**src/rtl/npu_pkg.sv**
```systemverilog
// Shared definitions for the NPU datapath stages: widths, limits, control
// states and small helpers on the 9-bit requantised value.
package npu_pkg;

    localparam int ACC_WIDTH  = 24;
    localparam int DATA_WIDTH = 8;
    localparam int MAX_H      = 16;
    localparam int MAX_W      = 15;
    localparam int ADDR_WIDTH = 8;
    localparam int Q_WIDTH    = 9;

    typedef enum logic [1:0] {
        IDLE  = 2'd0,
        RUN   = 2'd1,
        DRAIN = 2'd2,
        DONE  = 2'd3
    } state_t;

    // Signed maximum of two requantised values.
    function automatic logic signed [Q_WIDTH-1:0] max9(
        input logic signed [Q_WIDTH-1:0] a,
        input logic signed [Q_WIDTH-1:0] b
    );
        return (a > b) ? a : b;
    endfunction

    // 9-bit q to output pixel: unsigned 0..255 under ReLU, otherwise int8
    // whose sign bit is the sign of q (q is already clamped to -128..127).
    function automatic logic [DATA_WIDTH-1:0] to_pix(
        input logic signed [Q_WIDTH-1:0] q,
        input logic                      relu
    );
        return relu ? q[7:0] : {q[8], q[6:0]};
    endfunction

endpackage

```
**src/rtl/requant_pool_if.sv**
```systemverilog
// Streaming bus of requant_pool: partial sums in, addressed pixels out.
interface requant_pool_if;
    import npu_pkg::*;

    logic                        in_valid;
    logic signed [ACC_WIDTH-1:0] in_data;
    logic                        in_ready;
    logic                        out_valid;
    logic [DATA_WIDTH-1:0]       out_pixel;
    logic [ADDR_WIDTH-1:0]       out_addr;
    logic                        out_ready;

    modport master (
        output in_valid, in_data, out_ready,
        input  in_ready, out_valid, out_pixel, out_addr
    );

    modport slave (
        input  in_valid, in_data, out_ready,
        output in_ready, out_valid, out_pixel, out_addr
    );

endinterface

```
**src/rtl/requant_unit.sv**
```systemverilog
// Combinational requantiser: bias add, round-half-up right shift, clamp to
// the 8-bit range selected by relu_i. Reusable by other layers.
module requant_unit
    import npu_pkg::*;
(
    input  logic signed [ACC_WIDTH-1:0]  acc_i,
    input  logic signed [ACC_WIDTH-1:0]  bias_i,
    input  logic [4:0]                   shift_i,
    input  logic                         relu_i,
    output logic signed [Q_WIDTH-1:0]    q_o,
    output logic [DATA_WIDTH-1:0]        pix_o
);

    // Two guard bits: one for the bias add, one for the rounding add.
    localparam int RW = ACC_WIDTH + 2;
    localparam logic signed [RW-1:0] P255 = 255;
    localparam logic signed [RW-1:0] P127 = 127;
    localparam logic signed [RW-1:0] N128 = -128;
    localparam logic signed [RW-1:0] ZERO = 0;

    logic signed [RW-1:0] sum;
    logic signed [RW-1:0] rnd;
    logic signed [RW-1:0] shd;

    // Bias, rounding offset, arithmetic shift, then clamp.
    always_comb begin
        sum = {{2{acc_i[ACC_WIDTH-1]}}, acc_i} + {{2{bias_i[ACC_WIDTH-1]}}, bias_i};
        rnd = sum;
        if (shift_i != 5'd0) begin
            rnd = sum + (RW'(1) << (shift_i - 5'd1));
        end
        shd = rnd >>> shift_i;
        q_o = shd[Q_WIDTH-1:0];
        if (relu_i) begin
            if (shd < ZERO)      q_o = 9'sd0;
            else if (shd > P255) q_o = 9'sd255;
        end else begin
            if (shd < N128)      q_o = -9'sd128;
            else if (shd > P127) q_o = 9'sd127;
        end
        pix_o = to_pix(q_o, relu_i);
    end

endmodule

```
**src/rtl/requant_pool.sv**
```systemverilog
// Requantise one output channel of partial sums and optionally 2x2 max-pool
// them, emitting addressed 8-bit pixels. Two register stages: S1 holds the
// requantised value with its position, S2 is the output register.
module requant_pool
    import npu_pkg::*;
(
    input  logic                        clk,
    input  logic                        rst_n,
    input  logic                        start,
    input  logic [4:0]                  in_w,
    input  logic [4:0]                  in_h,
    input  logic signed [ACC_WIDTH-1:0] bias,
    input  logic [4:0]                  shift,
    input  logic                        en_relu,
    input  logic                        pool_en,
    requant_pool_if.slave               bus,
    output logic                        busy,
    output logic                        done
);

    localparam int RB_DEPTH = MAX_W / 2;

    state_t state_q, state_d;

    logic [4:0]                  cfg_w_q, cfg_h_q, cfg_shift_q;
    logic signed [ACC_WIDTH-1:0] cfg_bias_q;
    logic                        cfg_relu_q, cfg_pool_q;
    logic [4:0]                  row_q, col_q;

    logic                        s1_valid_q;
    logic signed [Q_WIDTH-1:0]   s1_q;
    logic [DATA_WIDTH-1:0]       s1_pix_q;
    logic [4:0]                  s1_row_q, s1_col_q;

    logic signed [Q_WIDTH-1:0]   hold_q, hold_d;
    logic signed [Q_WIDTH-1:0]   rowbuf_q [RB_DEPTH];
    logic                        rb_we;
    logic signed [Q_WIDTH-1:0]   rb_wdata;

    logic                        out_valid_q;
    logic [DATA_WIDTH-1:0]       out_pixel_q, pix_d;
    logic [ADDR_WIDTH-1:0]       out_addr_q, addr_d;
    logic                        emit;

    logic signed [Q_WIDTH-1:0]   rq_q;
    logic [DATA_WIDTH-1:0]       rq_pix;
    logic signed [Q_WIDTH-1:0]   pool_max;
    logic                        stall, in_ready, accept, last_in, discard;

    assign stall    = out_valid_q && !bus.out_ready;
    assign in_ready = (state_q == RUN) && !stall;
    assign accept   = bus.in_valid && in_ready;
    assign last_in  = (row_q == cfg_h_q - 5'd1) && (col_q == cfg_w_q - 5'd1);

    assign bus.in_ready  = in_ready;
    assign bus.out_valid = out_valid_q;
    assign bus.out_pixel = out_pixel_q;
    assign bus.out_addr  = out_addr_q;
    assign busy          = (state_q != IDLE);
    assign done          = (state_q == DONE);

    requant_unit u_requant (
        .acc_i   (bus.in_data),
        .bias_i  (cfg_bias_q),
        .shift_i (cfg_shift_q),
        .relu_i  (cfg_relu_q),
        .q_o     (rq_q),
        .pix_o   (rq_pix)
    );

    // Control state register.
    always_ff @(posedge clk or negedge rst_n) begin
        if (!rst_n) state_q <= IDLE;
        else        state_q <= state_d;
    end

    // Next state: drain waits until S1 is empty and the output register is
    // empty or handing off this cycle.
    always_comb begin
        state_d = state_q;
        unique case (state_q)
            IDLE:    if (start) state_d = RUN;
            RUN:     if (accept && last_in) state_d = DRAIN;
            DRAIN:   if (!s1_valid_q && (!out_valid_q || bus.out_ready)) state_d = DONE;
            DONE:    state_d = IDLE;
            default: state_d = IDLE;
        endcase
    end

    // Configuration capture on start and raster position of the next input.
    always_ff @(posedge clk or negedge rst_n) begin
        if (!rst_n) begin
            cfg_w_q     <= '0;
            cfg_h_q     <= '0;
            cfg_shift_q <= '0;
            cfg_bias_q  <= '0;
            cfg_relu_q  <= 1'b0;
            cfg_pool_q  <= 1'b0;
            row_q       <= '0;
            col_q       <= '0;
        end else if (state_q == IDLE && start) begin
            cfg_w_q     <= in_w;
            cfg_h_q     <= in_h;
            cfg_shift_q <= shift;
            cfg_bias_q  <= bias;
            cfg_relu_q  <= en_relu;
            cfg_pool_q  <= pool_en;
            row_q       <= '0;
            col_q       <= '0;
        end else if (accept) begin
            if (col_q == cfg_w_q - 5'd1) begin
                col_q <= '0;
                row_q <= row_q + 5'd1;
            end else begin
                col_q <= col_q + 5'd1;
            end
        end
    end

    // S1: requantised value and its position; frozen while the output stalls.
    always_ff @(posedge clk or negedge rst_n) begin
        if (!rst_n) begin
            s1_valid_q <= 1'b0;
            s1_q       <= '0;
            s1_pix_q   <= '0;
            s1_row_q   <= '0;
            s1_col_q   <= '0;
        end else if (!stall) begin
            s1_valid_q <= accept;
            if (accept) begin
                s1_q     <= rq_q;
                s1_pix_q <= rq_pix;
                s1_row_q <= row_q;
                s1_col_q <= col_q;
            end
        end
    end

    // Pooling decision for the S1 entry: track the horizontal pair in hold,
    // park even-row pair maxima in rowbuf, emit on odd row / odd column.
    always_comb begin
        emit     = 1'b0;
        pix_d    = out_pixel_q;
        addr_d   = out_addr_q;
        hold_d   = hold_q;
        rb_we    = 1'b0;
        rb_wdata = max9(hold_q, s1_q);
        pool_max = max9(max9(rowbuf_q[s1_col_q[3:1]], hold_q), s1_q);
        discard  = (cfg_w_q[0] && (s1_col_q == cfg_w_q - 5'd1)) ||
                   (cfg_h_q[0] && (s1_row_q == cfg_h_q - 5'd1));
        if (s1_valid_q && !stall) begin
            if (!cfg_pool_q) begin
                emit   = 1'b1;
                pix_d  = s1_pix_q;
                addr_d = 8'(s1_row_q) * 8'(cfg_w_q) + 8'(s1_col_q);
            end else if (!discard) begin
                unique case ({s1_row_q[0], s1_col_q[0]})
                    2'b00, 2'b10: hold_d = s1_q;
                    2'b01:        rb_we  = 1'b1;
                    default: begin
                        emit   = 1'b1;
                        pix_d  = to_pix(pool_max, cfg_relu_q);
                        addr_d = 8'(s1_row_q[4:1]) * 8'(cfg_w_q[4:1]) + 8'(s1_col_q[4:1]);
                    end
                endcase
            end
        end
    end

    // S2 output register and horizontal hold; output stays put during a stall.
    always_ff @(posedge clk or negedge rst_n) begin
        if (!rst_n) begin
            out_valid_q <= 1'b0;
            out_pixel_q <= '0;
            out_addr_q  <= '0;
            hold_q      <= '0;
        end else if (!stall) begin
            out_valid_q <= emit;
            out_pixel_q <= pix_d;
            out_addr_q  <= addr_d;
            hold_q      <= hold_d;
        end
    end

    // Half-row buffer of vertical-pair candidates; contents are always
    // written before being read within a frame, so it is never cleared.
    always_ff @(posedge clk) begin
        if (rb_we) rowbuf_q[s1_col_q[3:1]] <= rb_wdata;
    end

endmodule

```
**src/flat_wrapper.sv**
```systemverilog
// flat-port wrapper written by rule: the top's interface ports become plain ports
module requant_pool_flat import npu_pkg::*;
  (clk, rst_n, start, in_w, in_h, bias, shift, en_relu, pool_en, busy, done, bus_in_valid, bus_in_data, bus_out_ready, bus_in_ready, bus_out_valid, bus_out_pixel, bus_out_addr);
  requant_pool_if bus_i ();
  input  logic clk;
  input  logic rst_n;
  input  logic start;
  input  logic [4:0] in_w;
  input  logic [4:0] in_h;
  input  logic signed [ACC_WIDTH-1:0] bias;
  input  logic [4:0] shift;
  input  logic en_relu;
  input  logic pool_en;
  output logic busy;
  output logic done;
  input wire logic [$bits(bus_i.in_valid)-1:0] bus_in_valid;
  input wire logic [$bits(bus_i.in_data)-1:0] bus_in_data;
  input wire logic [$bits(bus_i.out_ready)-1:0] bus_out_ready;
  output wire logic [$bits(bus_i.in_ready)-1:0] bus_in_ready;
  output wire logic [$bits(bus_i.out_valid)-1:0] bus_out_valid;
  output wire logic [$bits(bus_i.out_pixel)-1:0] bus_out_pixel;
  output wire logic [$bits(bus_i.out_addr)-1:0] bus_out_addr;
  assign bus_i.in_valid = bus_in_valid;
  assign bus_i.in_data = bus_in_data;
  assign bus_i.out_ready = bus_out_ready;
  assign bus_in_ready = bus_i.in_ready;
  assign bus_out_valid = bus_i.out_valid;
  assign bus_out_pixel = bus_i.out_pixel;
  assign bus_out_addr = bus_i.out_addr;
  requant_pool u_core (.clk(clk), .rst_n(rst_n), .start(start), .in_w(in_w), .in_h(in_h), .bias(bias), .shift(shift), .en_relu(en_relu), .pool_en(pool_en), .bus(bus_i), .busy(busy), .done(done));
endmodule
```
**config.mk**
```make
export PLATFORM = sky130hd
export DESIGN_NAME = requant_pool_flat
export DESIGN_NICKNAME = d
export VERILOG_FILES = /design/src/rtl/npu_pkg.sv /design/src/rtl/requant_pool_if.sv /design/src/rtl/requant_unit.sv /design/src/rtl/requant_pool.sv /design/src/flat_wrapper.sv
export SDC_FILE = /design/constraint.sdc
export NUM_CORES = 1
export LEC_CHECK = 0
export ABC_AREA = 1
export BUFFER_PORTS_ARGS = -buffer_cell sky130_fd_sc_hd__buf_2
export CAP_MARGIN = 5
export CORE_MARGIN = 2
export CORE_UTILIZATION = 35
export CTS_CLUSTER_DIAMETER = 120
export DETAILED_ROUTE_END_ITERATION = 8
export PLACE_DENSITY = 0.62
export SLEW_MARGIN = 20
export SYNTH_ARGS = -nofsm -noshare
export SYNTH_HDL_FRONTEND = slang
export SYNTH_SLANG_ARGS = --single-unit
```
**constraint.sdc**
```tcl
create_clock -name clk -period 6 [get_ports clk]
set_input_delay 0.6 -clock clk [delete_from_list [all_inputs] [get_ports clk]]
set_output_delay 0.6 -clock clk [all_outputs]
set_load 0.05 [all_outputs]
```
==> results.json, run 1 <==
{
  "hpwl_um": 37100,
  "slew_violations": 0,
  "async_flop_share": 0.613,
  "grt_usage": 0.213,
  "fin_crit_sh": 0.888,
  "worstReg2RegEnd": "u_core.s1_q[7]$_DFFE_PN0P_",
  "antenna_found_initial": 0,
  "grt_overflow": 0,
  "ys_seq_area_frac": 0.296,
  "met2_length_um": 21400,
  "gp_congestion": 1.03,
  "status": "finished clean",
  "grt_pass1_vias": 14000,
  "postCtsHoldBufs": 0,
  "firstDrtPassIters": 6,
  "io_pins": 90,
  "mostFrequentLayoutCell": "nand2_1",
  "num_vias": 14500,
  "initial_core_util": 0.354,
  "finalHoldViolCount": 0,
  "crit_type": "register to register",
  "setup_ws_ns": 0.670,
  "synth_seq_cells": 163,
  "die_h_um": 210,
  "maxCapViolations": 0,
  "clockBufferDepth": 2,
  "r2r_start": "u_core.cfg_shift_q[0]$_DFFE_PN0P_",
  "nets": 2483,
  "synth.distinct_cells": 57,
  "rsz0062_at_grt": "false",
  "clock-root-buffer": "clkbuf_16",
  "clkTransAtPathRegs_ns": 0.07,
  "slowest_stage": "fa_1",
  "reg2reg_depth": 37,
  "cp_common_cell": "nand2_1",
  "final_cell_mix": "nand2_1 (754), inv_1 (288), nand3_1 (221)",
  "synth_edf_count": 63,
  "met1_length_um": 21200,
  "r2r_slack_ns": 0.67,
  "cp-endpoint": "u_core.s1_q[7]$_DFFE_PN0P_",
  "avgRoutedWirePerCell_um": 16.3,
  "drive_above_1_share": 0.0977,
  "via_per_inst": 5.13,
  "syn_to_final_growth_pct": 11.2,
  "synth-main-ff-cell": "dfrtp_1",
  "cts.sinks": 163,
  "fin_tns_setup_ns": 0,
  "hp-class": "input pin to asynchronous set/reset pin",
  "finalClockSkew_ns": 0.0144,
  "grt_max_degree": 70,
  "cts_made_buffers": 17,
  "fin_crit_ns": 5.33,
  "syn_area_um2": 14800,
  "worst_pin_slew_ns": 1.01,
  "wl_um": 46300,
  "route.met3.wl_um": 2540,
  "ant_nets": 0,
  "dr.max_layer_used": "met4",
  "critPathTopFamily": "simple AND/OR/NAND/NOR gates",
  "cts_tree": "yes",
  "syn_inst": 2212,
  "fill_cells": 4439,
  "cp.required_ns": 6.30,
  "max_stage_delay_ns": 0.45,
  "core_area_um2": 41900,
  "dieWidth_um": 210,
  "clk_latency_ns": 0.45,
  "critPathBufInv": 4,
  "drc_errors": 0,
  "avgSynthCellArea_um2": 6.71,
  "pre_cts_slack_ns": 0.446,
  "grt_pass1_wl_um": 74400,
  "worstPathArrival_ns": 5.63,
  "dr.first_iter.drc_count": 1302,
  "setup_viol": 0,
  "die_area_um2": 44100,
  "crit_cells": 37,
  "max_freq_mhz": 188,
  "crit_start": "u_core.cfg_shift_q[0]$_DFFE_PN0P_",
  "relSlewSlack": 0.318,
  "critPathCaptureType": "register",
  "num_rows": 75,
  "yosysWarningCount": 0,
  "syn_nets": 2415,
  "htree_num_levels": 4,
  "io_buffers": 89,
  "cp-start-kind": "register",
  "cp_max_fo": 14
}
[flip-flops by register name, indices dropped and copies added, names as in the netlist, 5 cells and up]
| signal | flops |
|---|---|
| u_core.s1_col_q | 5 |
| u_core.row_q | 5 |
| u_core.col_q | 5 |
| u_core.bus.out_addr | 8 |
| u_core.cfg_w_q | 5 |
| u_core.rowbuf_q | 63 |
| u_core.hold_q | 9 |
| u_core.cfg_h_q | 5 |
| u_core.s1_row_q | 5 |
| u_core.s1_pix_q | 8 |
| u_core.cfg_bias_q | 24 |
| u_core.bus.out_pixel | 8 |
| u_core.cfg_shift_q | 5 |
[layer usage]
| metal | vias up | global-route usage |
|---|---|---|
| li1 | 7315 | - |
| met1 | 6723 | 0.287 |
| met2 | 444 | 0.354 |
| met3 | 59 | 0.0302 |
| met4 | 0 | 0.0697 |
| met5 | - | 0 |
[final cells by class]
| cell class | count | area (um2) | area share |
|---|---|---|---|
| Inverter | 310 | 1180 | 0.0713 |
| Multi-Input combinational cell | 1675 | 9010 | 0.546 |
| Clock buffer | 17 | 425 | 0.0258 |
| Sequential cell | 163 | 4400 | 0.266 |
| Antenna cell | 1 | 2.50 | 0.000152 |
| Tap cell | 539 | 674 | 0.0409 |
| Clock inverter | 15 | 185 | 0.0112 |
| Timing Repair Buffer | 113 | 628 | 0.0381 |
[stage by stage]
stage                     cell area [um2]  hold slack [ns]  utilization  std cells
after detailed placement            15900            0.466        0.379       2800
after global routing                16500            0.113        0.393       2832
final                               16500            0.110        0.393       2833
after global placement              15900            0.468        0.378       2800
after floorplan                     14800            0.304            -       2212
after CTS                           16500           0.0971        0.393       2832
[synth_stat cells, types with 3 or more instances]
cell / n / area share
ha_1: 113 / 0.095
o2111ai_1: 3 / 0.0018
nand2_4: 5 / 0.0038
nor2_2: 13 / 0.0055
clkbuf_1: 39 / 0.0099
nand3_2: 8 / 0.0054
o21ai_0: 103 / 0.035
fa_1: 20 / 0.027
inv_1: 289 / 0.073
nand3_1: 221 / 0.075
o21bai_1: 9 / 0.0046
buf_6: 3 / 0.0023
and2_1: 8 / 0.0034
nand4_1: 28 / 0.012
nor4_1: 7 / 0.0029
o211ai_1: 11 / 0.0056
a31oi_1: 10 / 0.0042
o22ai_1: 3 / 0.0013
nand2_1: 755 / 0.19
inv_2: 12 / 0.0030
nand2_2: 13 / 0.0055
buf_4: 5 / 0.0025
edfxtp_1: 63 / 0.13
o21ai_1: 5 / 0.0017
buf_1: 6 / 0.0015
xnor2_1: 10 / 0.0059
or2_2: 5 / 0.0021
nand3b_1: 4 / 0.0020
a21o_1: 4 / 0.0020
a211oi_1: 3 / 0.0015
a21oi_1: 76 / 0.026
nor2_1: 149 / 0.038
nor2_4: 4 / 0.0030
nor3_1: 25 / 0.0084
xor2_1: 23 / 0.014
dfrtp_1: 100 / 0.17
a221oi_1: 10 / 0.0059
buf_2: 10 / 0.0034
clkinv_1: 6 / 0.0015
a22oi_1: 8 / 0.0040
[what timing repair did]
action / CTS / global route
setup endpoints to repair: 0 / 7
endpoints found under the hold margin: 0 / 0
buffers inserted: 0 / 0
gates resized for setup: 0 / 4
[kinds of logic after synthesis]
kind of cell / share of synthesized area
AO/OA/AOI/OAI: 0.100
flip-flops: 0.296
multiplexers: 0.000674
AND/OR/NAND/NOR: 0.362
buffers and inverters: 0.0996
adder cells (fa/ha/maj): 0.122
XOR/XNOR: 0.0195
[how the worst min path moves through the flow]
stage / from / to / slack (ns) / depth (start not counted)
after global placement: u_core.bus.out_addr[4]$_DFFE_PN0P_ / u_core.bus.out_addr[4]$_DFFE_PN0P_ / 0.47 / 2
after global routing: rst_n / u_core.bus.out_addr[3]$_DFFE_PN0P_ / 0.11 / 1
final: rst_n / u_core.bus.out_addr[1]$_DFFE_PN0P_ / 0.11 / 1
after floorplan: rst_n / u_core.bus.out_addr[0]$_DFFE_PN0P_ / 0.30 / 0
after detailed placement: u_core.bus.out_addr[4]$_DFFE_PN0P_ / u_core.bus.out_addr[4]$_DFFE_PN0P_ / 0.47 / 2
after CTS: rst_n / u_core.s1_valid_q$_DFFE_PN0N_ / 0.1 / 1
Power of run 1 is left out: the tool's default activity adds up to more than one toggle a clock period on the data nets, which glitch-free logic cannot reach.
==> run 2: changes to the inputs <==
--- a/config.mk
+++ b/config.mk
@@ -16,4 +16,5 @@
 export SLEW_MARGIN = 20
 export SYNTH_ARGS = -nofsm -noshare
 export SYNTH_HDL_FRONTEND = slang
+export SYNTH_HIERARCHICAL = 1
 export SYNTH_SLANG_ARGS = --single-unit
==> run 2 against run 1 <==
Cell count rose by 8.9%. Critical endpoint is now u_core/s1_q[2]$_DFFE_PN0P_. Via count grew 8.2%. Critical path depth is 6 lower. Design area up 5.8%. Synthesized area up 6.7%. Clock-buffer cell count rose by 2. Sequential cell count rose by 7. First-iteration DRC count increased by 17%.
==> results.json, run 2 <==
{
  "cts_made_buffers": 17,
  "synth_compound_area_frac": 0.0699,
  "max_freq_mhz": 187,
  "initial_core_util": 0.357,
  "synthAdderAreaFrac": 0.115,
  "avgSynthCellArea_um2": 6.56,
  "grt_usage": 0.216,
  "ys_seq_area_frac": 0.288,
  "clock-root-buffer": "clkbuf_16",
  "synthMuxAreaShare": 0.00379,
  "io_buffers": 89,
  "cp.required_ns": 6.33,
  "relSlewSlack": 0.362,
  "grt_pass1_wl_um": 79900,
  "status": "finished clean",
  "yosysTopAreaCell": "nand2_1",
  "avgRoutedWirePerCell_um": 16.3,
  "num_rows": 77,
  "hpwl_um": 40500,
  "dr.first_iter.drc_count": 1521,
  "fin_crit_ns": 5.33,
  "critPathCaptureType": "register",
  "cp_max_fo": 9,
  "mostFrequentLayoutCell": "nand2_1",
  "grt_overflow": 0,
  "pre_cts_slack_ns": 0.527,
  "setup_ws_ns": 0.667,
  "io_pins": 90,
  "fin_tns_setup_ns": 0,
  "wl_um": 50200,
  "synth_top_family_by_area": "simple AND/OR/NAND/NOR gates",
  "core_area_um2": 44400,
  "hp-class": "input pin to register",
  "setup_viol": 0,
  "diodes": 0,
  "htree_num_levels": 4,
  "via_per_inst": 5.10,
  "syn_nets": 2619,
  "cp-start-kind": "register",
  "finalHoldViolCount": 0,
  "fill_cells": 4626,
  "final_cell_mix": "nand2_1 (909), inv_1 (335), nand3_1 (267)",
  "synth-main-ff-cell": "dfrtp_1",
  "synthTopCellsByCount": "nand2_1 (910), inv_1 (335), nand3_1 (267)",
  "rsz0062_at_grt": "false",
  "dieWidth_um": 217,
  "gp_congestion": 0.953,
  "clockBufferDepth": 2,
  "drive_above_1_share": 0.0955,
  "crit_type": "register to register",
  "nets": 2682,
  "die_h_um": 217,
  "syn_inst": 2416,
  "slew_violations": 0,
  "ant_nets": 0,
  "synth_top_area_frac": 0.216,
  "fin_crit_sh": 0.889,
  "synth-simple-area-share": 0.394,
  "grt_max_degree": 72,
  "die_area_um2": 47000,
  "clk_latency_ns": 0.46,
  "synth_seq_cells": 170,
  "antenna_found_initial": 1,
  "grt_pass1_vias": 14900,
  "yosysWarningCount": 6,
  "synth_most_common_cell": "nand2_1",
  "num_vias": 15700,
  "firstDrtPassIters": 5,
  "worstPathArrival_ns": 5.66,
  "synthXorXnorAreaFrac": 0.0197,
  "drc_errors": 0,
  "synth.distinct_cells": 60,
  "clkTransAtPathRegs_ns": 0.09,
  "synth.area.top_cells": "nand2_1 (22%), dfrtp_1 (17%), edfxtp_1 (12%)",
  "async_flop_share": 0.629,
  "multi_input_area_um2": 9540,
  "synth_edf_count": 63,
  "finalClockSkew_ns": 0.0157,
  "slowest_stage": "fa_1",
  "syn_to_final_growth_pct": 10.2,
  "cts_resized": 0,
  "max_stage_delay_ns": 0.40,
  "maxCapViolations": 0,
  "cts.sinks": 170,
  "regArea_um2": 4570,
  "cp_common_cell": "nand2_1",
  "largest_reg_flops": 63,
  "worst_pin_slew_ns": 0.954,
  "syn_area_um2": 15800,
  "cts_tree": "yes"
}
-- run 2: cell count changes in the layout (fill, tap and decap cells not counted), sizes merged, moves of 5 or more --
cell,previous run,this run
o21ai,109,70
mux2i,1,6
nor3,26,18
dfrtp,100,107
nor4,7,1
a221oi,10,0
nand3,230,277
nor2,166,158
nand2,773,941
nand3b,4,12
inv,314,365
-- run 2: final cells by class --
| class | instances | area share |
|---|---|---|
| multi-input cells | 1818 | 0.546 |
| flip-flops and latches | 170 | 0.262 |
| inverters | 359 | 0.0777 |
| well taps | 592 | 0.0424 |
| repair buffers | 113 | 0.0361 |
| clock buffers | 19 | 0.0266 |
| clock inverters | 13 | 0.00910 |
-- run 2: worst max-delay path: cells and delay by family (launching register included) --
kind                     cells  cell delay (ns)
AO/OA/AOI/OAI                3             0.66
XOR/XNOR                     1             0.34
adder cells (fa/ha/maj)      3             0.94
buffers and inverters        3             0.26
flip-flops                   1             0.36
AND/OR/NAND/NOR             21             2.61
-- run 2: path summary, 6_finish.rpt --
path                       slack, ns                               start                                  to  cells after the start
min reg2reg                     0.48  u_core/bus.out_addr[4]$_DFFE_PN0P_  u_core/bus.out_addr[4]$_DFFE_PN0P_                      2
max                             0.67    u_core/cfg_bias_q[0]$_DFFE_PN0P_          u_core/s1_q[2]$_DFFE_PN0P_                     31
max reg2reg                     0.67    u_core/cfg_bias_q[0]$_DFFE_PN0P_          u_core/s1_q[2]$_DFFE_PN0P_                     31
min                             0.32                             bias[6]    u_core/cfg_bias_q[6]$_DFFE_PN0P_                      3
max in group asynchronous       4.35                               rst_n          u_core/s1_q[6]$_DFFE_PN0P_                      3
min in group asynchronous       0.50                               rst_n   u_core/cfg_shift_q[2]$_DFFE_PN0P_                      2
-- run 2: kinds of logic after synthesis --
kind of cell	after synthesis
AND/OR/NAND/NOR	1452
buffers and inverters	428
AO/OA/AOI/OAI	194
flip-flops	170
adder cells (fa/ha/maj)	133
XOR/XNOR	33
multiplexers	6
-- run 2: per-layer routing --
| layer | vias up | part of all wire | track usage |
|---|---|---|---|
| li1 | 7821 | - | - |
| met3 | 76 | 0.065 | 0.0355 |
| met1 | 7327 | 0.47 | 0.306 |
| met4 | 0 | 0.027 | 0.0699 |
| met2 | 511 | 0.43 | 0.337 |
| met5 | - | 0 | 0 |
-- run 2: timing repair --
item                      in CTS  in global routing
buffers inserted               0                  0
hold endpoints to repair       4                  0
hold buffers                   1                  0
-- run 2: metrics by stage --
stage	instance area (um2)	cells	util	hold slack, ns
2_1_floorplan	15800	2416	-	0.304
3_3_place_gp	16800	3051	0.379	0.452
3_5_place_dp	16800	3051	0.379	0.462
4_1_cts	17500	3084	0.393	0.294
5_1_grt	17500	3084	0.393	0.310
6_report	17500	3084	0.393	0.321
Power of run 2 is left out for the same reason.
==> run 3: changes to the inputs <==
--- a/config.mk
+++ b/config.mk
@@ -12,7 +12,6 @@
 export CORE_UTILIZATION = 35
 export CTS_CLUSTER_DIAMETER = 120
 export DETAILED_ROUTE_END_ITERATION = 8
-export PLACE_DENSITY = 0.62
 export SLEW_MARGIN = 20
 export SYNTH_ARGS = -nofsm -noshare
 export SYNTH_HDL_FRONTEND = slang
==> run 3 against run 2 <==
Sequential cell count is the same. Design area grew 0.13%. Register-to-register slack gained 0.07 ns. Cell count is essentially flat. Hold slack lost 0.25 ns. Critical path depth grew 8. Clock-buffer cell count shrank 2. Sequential share of layout area is essentially flat. First-iteration DRC count shrank 12%. Global-route usage grew 0.31 points. Routed wire length grew 0.15%. Critical path type unchanged.
==> results.json, run 3 (synthesis gave the netlist of run 2 again) <==
{
  "status": "finished clean",
  "drc_errors": 0,
  "io_buffers": 89,
  "core_area_um2": 44400,
  "num_rows": 77,
  "fin_crit_ns": 5.26,
  "dr.first_iter.drc_count": 1339,
  "clkTransAtPathRegs_ns": 0.08,
  "critPathCaptureType": "register",
  "cts.sinks": 170,
  "cp_common_cell": "nand2_1",
  "ant_nets": 0,
  "fin_crit_sh": 0.877,
  "die_h_um": 217,
  "max_freq_mhz": 190,
  "crit_type": "register to register",
  "initial_core_util": 0.357,
  "grt_usage": 0.220,
  "die_area_um2": 47000,
  "max_stage_delay_ns": 0.39,
  "mostFrequentLayoutCell": "nand2_1",
  "cp-start-kind": "register",
  "post-cts-setup-buffers": 0,
  "grt_overflow": 0,
  "wl_um": 50300,
  "grt_pass1_vias": 14900,
  "slowest_stage": "fa_1",
  "firstDrtPassIters": 7,
  "worst_pin_slew_ns": 1.05,
  "hp-class": "input pin to asynchronous set/reset pin",
  "cp_max_fo": 7,
  "postCtsHoldBufs": 0,
  "cts_made_buffers": 17,
  "dieWidth_um": 217,
  "drive_above_1_share": 0.0974,
  "cts_resized": 0,
  "antenna_found_initial": 1,
  "syn_to_final_growth_pct": 10.4,
  "htree_num_levels": 4,
  "clockBufferDepth": 2,
  "nets": 2684,
  "rsz0062_at_grt": "false",
  "critPathBufInv": 4,
  "maxCapViolations": 0,
  "finalClockSkew_ns": 0.0142,
  "critPathTopFamily": "simple AND/OR/NAND/NOR gates",
  "gp_congestion": 0.980,
  "slew_violations": 0,
  "fin_tns_setup_ns": 0,
  "clock-root-buffer": "clkbuf_16",
  "final_cell_mix": "nand2_1 (908), inv_1 (335), nand3_1 (267)",
  "via_per_inst": 5.05,
  "worstPathArrival_ns": 5.61,
  "finalHoldViolCount": 0,
  "setup_viol": 0,
  "grt_pass1_wl_um": 80600,
  "num_vias": 15600,
  "cp.required_ns": 6.34,
  "hpwl_um": 40200,
  "avgRoutedWirePerCell_um": 16.3,
  "io_pins": 90,
  "cts_tree": "yes",
  "clk_latency_ns": 0.49,
  "relSlewSlack": 0.298,
  "grt_max_degree": 76,
  "largest_reg_flops": 63,
  "diodes": 0
}
-- run 3: final cells by class --
class	instances	area [um2]
multi-input cells	1818	9550
clock inverters	15	200
fillers	4814	26900
well taps	592	741
flip-flops and latches	170	4570
clock buffers	17	425
repair buffers	115	643
inverters	359	1360
-- run 3: path summary, 6_finish.rpt --
kind,slack [ns],startpoint,end,cells after the start
worst max-delay path,0.74,u_core/cfg_bias_q[0]$_DFFE_PN0P_,u_core/s1_q[2]$_DFFE_PN0P_,39
min in group clk,0.30,bias[13],u_core/cfg_bias_q[13]$_DFFE_PN0P_,3
worst max register to register,0.74,u_core/cfg_bias_q[0]$_DFFE_PN0P_,u_core/s1_q[2]$_DFFE_PN0P_,39
worst min-delay path,0.07,rst_n,u_core/bus.out_addr[3]$_DFFE_PN0P_,1
max in group asynchronous,4.59,rst_n,u_core/cfg_bias_q[23]$_DFFE_PN0P_,2
worst min register to register,0.48,u_core/bus.out_addr[7]$_DFFE_PN0P_,u_core/bus.out_addr[7]$_DFFE_PN0P_,2
-- run 3: per-layer routing --
layer  up-vias  part of all wire  track usage
li1       7809                 -            -
met1      7232              0.47        0.308
met2       462              0.44        0.343
met3        66             0.070       0.0401
met4         2             0.022       0.0651
met5         -           0.00022            0
-- run 3: stage by stage --
step                hold slack [ns]   util  setup WS (ns)  area (um2)  instances
finish                       0.0701  0.394          0.737       17500       3086
detailed placement            0.463  0.379          0.353       16800       3054
global placement              0.459  0.379          0.271       16800       3054
global route                 0.0911  0.394         0.0886       17500       3086
floorplan                     0.304      -           1.56       15800       2416
CTS                          0.0625  0.393          0.709       17500       3086
Power of run 3 is left out for the same reason.
